--- src/rtl/tx_lane_framer.sv ---
// Transmit framer and lane mux: maps symbol-coded beats onto per-lane 8b symbols with D/K flags,
// fills gaps with IDL or PAD, and inserts SKP ordered sets on a programmable interval.
module tx_lane_framer #(
  parameter int NUM_LANES    = 4,
  parameter int SKP_INTERVAL = 1180
) (
  input  logic                   i_clk,
  input  logic                   i_rst,
  input  logic                   i_valid,
  output logic                   o_ready,
  input  logic [8*NUM_LANES-1:0] i_data,
  input  logic [3*NUM_LANES-1:0] i_code,
  input  logic                   i_skp_req,
  output logic [8*NUM_LANES-1:0] o_sym,
  output logic [NUM_LANES-1:0]   o_dk,
  output logic                   o_underrun,
  output logic                   o_err
);

  localparam int            CW      = $clog2(SKP_INTERVAL);
  localparam logic [CW-1:0] CNT_MAX = CW'(SKP_INTERVAL - 1);

  localparam logic [7:0] SYM_STP = 8'hFB;
  localparam logic [7:0] SYM_SDP = 8'h5C;
  localparam logic [7:0] SYM_END = 8'hFD;
  localparam logic [7:0] SYM_EDB = 8'hFE;
  localparam logic [7:0] SYM_PAD = 8'hF7;
  localparam logic [7:0] SYM_COM = 8'hBC;
  localparam logic [7:0] SYM_SKP = 8'h1C;
  localparam logic [7:0] SYM_IDL = 8'h7C;

  typedef enum logic [1:0] {RUN, SKP1, SKP2, SKP3} state_t;

  state_t                 state;
  logic [CW-1:0]          skp_cnt;
  logic                   skp_pending;
  logic                   in_pkt;
  logic                   go_skp;

  logic [8*NUM_LANES-1:0] beat_sym;
  logic [NUM_LANES-1:0]   beat_dk;
  logic                   beat_err;
  logic                   beat_mark;
  logic                   beat_start;

  assign go_skp  = (state == RUN) && skp_pending && !in_pkt;
  assign o_ready = !i_rst && (state == RUN) && !go_skp;

  // Lanes are scanned low to high so the highest-indexed framing code decides in_pkt.
  always_comb begin
    beat_sym   = '0;
    beat_dk    = '0;
    beat_err   = 1'b0;
    beat_mark  = 1'b0;
    beat_start = 1'b0;
    for (int j = 0; j < NUM_LANES; j++) begin
      case (i_code[3*j +: 3])
        3'd0: begin
          beat_sym[8*j +: 8] = i_data[8*j +: 8];
          beat_dk[j]         = 1'b1;
        end
        3'd1: begin
          beat_sym[8*j +: 8] = SYM_STP;
          beat_mark          = 1'b1;
          beat_start         = 1'b1;
        end
        3'd2: begin
          beat_sym[8*j +: 8] = SYM_SDP;
          beat_mark          = 1'b1;
          beat_start         = 1'b1;
        end
        3'd3: begin
          beat_sym[8*j +: 8] = SYM_END;
          beat_mark          = 1'b1;
          beat_start         = 1'b0;
        end
        3'd4: begin
          beat_sym[8*j +: 8] = SYM_EDB;
          beat_mark          = 1'b1;
          beat_start         = 1'b0;
        end
        3'd5: beat_sym[8*j +: 8] = SYM_PAD;
        default: begin
          beat_sym[8*j +: 8] = SYM_PAD;
          beat_err           = 1'b1;
        end
      endcase
    end
  end

  always_ff @(posedge i_clk) begin
    if (i_rst) begin
      state       <= RUN;
      skp_cnt     <= '0;
      skp_pending <= 1'b0;
      in_pkt      <= 1'b0;
      o_sym       <= '0;
      o_dk        <= '0;
      o_underrun  <= 1'b0;
      o_err       <= 1'b0;
    end else begin
      o_underrun <= 1'b0;
      o_err      <= 1'b0;
      case (state)
        RUN: begin
          if (go_skp) begin
            o_sym <= {NUM_LANES{SYM_COM}};
            o_dk  <= '0;
            state <= SKP1;
          end else if (i_valid) begin
            o_sym <= beat_sym;
            o_dk  <= beat_dk;
            o_err <= beat_err;
            if (beat_mark) in_pkt <= beat_start;
          end else if (in_pkt) begin
            o_sym      <= {NUM_LANES{SYM_PAD}};
            o_dk       <= '0;
            o_underrun <= 1'b1;
          end else begin
            o_sym <= {NUM_LANES{SYM_IDL}};
            o_dk  <= '0;
          end
        end
        SKP1: begin
          o_sym <= {NUM_LANES{SYM_SKP}};
          o_dk  <= '0;
          state <= SKP2;
        end
        SKP2: begin
          o_sym <= {NUM_LANES{SYM_SKP}};
          o_dk  <= '0;
          state <= SKP3;
        end
        SKP3: begin
          o_sym <= {NUM_LANES{SYM_SKP}};
          o_dk  <= '0;
          state <= RUN;
        end
        default: state <= RUN;
      endcase

      // The interval counter rests at zero through the ordered set, so it measures the gap between sets.
      if (go_skp || state != RUN)
        skp_cnt <= '0;
      else if (skp_cnt != CNT_MAX)
        skp_cnt <= skp_cnt + 1'b1;

      if (go_skp)
        skp_pending <= 1'b0;
      else if (i_skp_req || skp_cnt == CNT_MAX)
        skp_pending <= 1'b1;
    end
  end

endmodule

--- config.mk ---
export PLATFORM = sky130hd
export DESIGN_NAME = tx_lane_framer
export DESIGN_NICKNAME = d
export VERILOG_FILES = /design/src/rtl/tx_lane_framer.sv
export SDC_FILE = /design/constraint.sdc
export NUM_CORES = 1
export LEC_CHECK = 0
export ABC_AREA = 1
export CAP_MARGIN = 10
export CORE_ASPECT_RATIO = 1.5
export CORE_MARGIN = 5
export CORE_UTILIZATION = 48
export DETAILED_ROUTE_END_ITERATION = 16
export PLACE_DENSITY = 0.83
export RECOVER_POWER = 100
export SETUP_SLACK_MARGIN = 0.1
export SLEW_MARGIN = 20
export SYNTH_ARGS = -nofsm -noshare
export SYNTH_HDL_FRONTEND = slang
export SYNTH_SLANG_ARGS = --single-unit
--- constraint.sdc ---
create_clock -name i_clk -period 2.6 [get_ports i_clk]
set_input_delay 0.39 -clock i_clk [delete_from_list [all_inputs] [get_ports i_clk]]
set_output_delay 0.39 -clock i_clk [all_outputs]
set_load 0.005 [all_outputs]
==> reports/metrics.csv <==
metric,value,unit
drt total wl,6930,um
Worst Reg-to-Reg Cells,9,
maximum operating frequency,0.414,GHz
worst skew pair latency,310,ps
Iteration-0 DRC Markers,168,
antenna fix cells,0,
Synth Flop Type,dfxtp_1,
synthesized netlist net count,383,
layout cells sized above 1,6.38,%
DRC Markers,0,
Post-synth EDFFs,0,
"commonest non-fill, non-tap cell in the layout",nand2_1,
Register Area,0.00106,mm2
clock-pin slew on the worst setup and hold paths,90,ps
Detailed Routing Iterations Pass 1,5,
worst slew pin tran,437,ps
fin cells,489,
via density per instance,5.08,
Worst slew margin,70.7,%
worst reg2reg path startpoint,state[0],
Lkg Pwr,0.00157,uW
max incr delay on CP,490,ps
status,completed,
DIE AREA,0.00655,mm2
routed via count,2485,
pin count of the biggest net entering global routing,17,
Crit. End Element,primary output,
#FFs+latches synth,53,
vias in the first global route,2580,
Die Y,96.7,um
WHS Path Cells,1,
crit start category,flip-flop,
yosys warns,0,
final worst path period share,92.9,%
Synth-to-Final Area Change,43.5,%
VDD IR max,0.442,mV
CTS Hold Bufs,0,
Max Slew Vio Count,0,
"critical path fanouts, max",8,
initial antenna violation count,0,
unrepaired setup endpoints after global routing,no,
clk_skew,7.56,ps
Hold Startpoint,skp_cnt[0],
final instance area,0.00345,mm2
Async SR Flop Fraction,0,%
Crit-path slowest cell,clkdlybuf4s50_1,
Root Driver,clkbuf_8,
Pwr per Cell Area,747,mW/mm2
area of the multi-input gates,0.00112,mm2
Cell Rows,31,
CTS tree,done,
H-tree depth,2,
kind of critical path,flip-flop to primary output,
core area,0.00485,mm2
Avg WL per Cell,14.2,um
hold crit path type,flip-flop to flip-flop,
RR Endpoint,o_sym[0],
Mapped Avg Cell Area,7.31,um2
WP data required,2210,ps
"commonest cells after routing, fill and taps aside","nand2_1, dfxtp_1, clkdlybuf4s50_1",
fillers,420,
Post-Synthesis Cells,329,
Clock Path Buffers,2,
I/O pin count,87,
Final #Nets,476,
post-route ant nets,0,
Port Buffer Count,86,
Synth Cell Area,0.00240,mm2
Final HPWL DP,5470,um
post-synthesis sequential area ratio,44.1,%
CTS Sinks,53,
Placed Area,0.00335,mm2
max-cap viol count,0,
Initial Utilization,49.6,%
Worst Path Arrival,2020,ps
Final TNS setup,0,ps
Hold Path Sink,skp_cnt[0],
Total Routing Usage GR,22.5,%
"critical path, cell by cell",inv_1 -> ha_1 -> nand3_1 -> nand2_1 -> inv_1 -> nand2_2 -> inv_2 -> clkdlybuf4s50_1,
placer congestion estimate,0.846,
Yosys cell types,35,
die width,67.8,um
first-pass GRT wire length,11400,um
grt ovf,0,
FF-to-FF setup slack,880,ps
final hold violation count,0,
CP most frequent cell,inv_1,
Post-Place Cells,480,
Num CTS Buffers,5,
crit path time final,2410,ps
endpoints failing setup,0,
## cells by family (layout without fill, tap and decap cells)
kind of cell,Yosys count,count (layout),synth area share (%)
AND/OR/NAND/NOR,150,150,27.3
AO/OA/AOI/OAI,65,65,15.8
flip-flops,53,53,44.1
buffers and inverters,52,146,8.53
adder cells (fa/ha/maj),6,6,3.12
XOR/XNOR,3,3,1.09
## per-layer routing
metal	up-vias	part of all wire [%]	track usage, %	wire length, um
met1	1140	38	23.8	2610
li1	1257	-	-	-
met5	-	0	0	0
met2	75	54	41.0	3740
met3	13	6.0	4.75	413
met4	0	2.4	9.19	167
## sequential cells by signal, indices dropped and copies added (netlist names)
name	flops
o_underrun	1
o_err	1
o_dk	4
skp_cnt	11
state	2
skp_pending	1
in_pkt	1
o_sym	32
## Yosys cell counts, types with 2 or more instances
library cell   n  area, um2
xor2_1         2       17.5
a211oi_1       2       15.0
nor3_1        11       55.1
nor2_2         3       18.8
buf_2          2       10.0
inv_1         40        150
nand4_1        2       12.5
a41oi_1        4       35.0
nand2_1       70        263
a21oi_1       26        130
nand3_1        9       45.0
a31oi_1        9       56.3
o21ai_0       15       75.1
ha_1           6       75.1
dfxtp_1       53       1060
o21a_1         2       15.0
nand2_2        3       18.8
nor2_1        44        165
nand3_2        2       20.0
inv_2          8       30.0
o21ai_1        2       10.0
## critical path: cells and delay by family (launching register included)
family	cells	cell delay, ps
buf+inv	4	760
fa+ha+maj	1	250
flops	1	360
simple gates	3	350
## area by class of cell
type | instances | area share (%)
inverter | 48 | 5.22
timing repair buffer | 90 | 25.7
clock buffer | 6 | 2.39
tap | 66 | 2.39
clock inverter | 2 | 1.09
multi-input combinational | 224 | 32.4
sequential | 53 | 30.8
## report_power, final
part           switching [uW]  total [uW]  leakage [uW]  internal, uW
Clock                     270         583     0.0000574           313
Sequential               58.5        1040      0.000438           984
Combinational             517         953       0.00107           437
## worst max path at each step
stage | slack, ps | end | start | cells after the start
floorplan | 1150 | o_ready | state[0] | 7
global placement | 360 | o_ready | i_rst | 7
detailed placement | 320 | o_ready | i_rst | 7
CTS | 150 | o_ready | state[0] | 8
global route | 70 | o_ready | state[0] | 8
finish | 190 | o_ready | state[0] | 8
## stage by stage
stage               setup slack [ps]  utilization [%]  hold WS [ps]  power (uW)
floorplan                       1150                -           450        1540
global placement                 361             69.0           467        2050
detailed placement               325             69.0           482        2070
CTS                              150             71.5           503        2650
global route                    65.8             71.2           541        2750
finish                           185             71.2           494        2580
## timing repair
item	CTS	global route
endpoints found under the hold margin	0	0
buffers inserted	0	1
endpoints found under the setup margin	0	1
gates resized for setup	0	2
No activity file was read; power rests on OpenSTA's default activity.
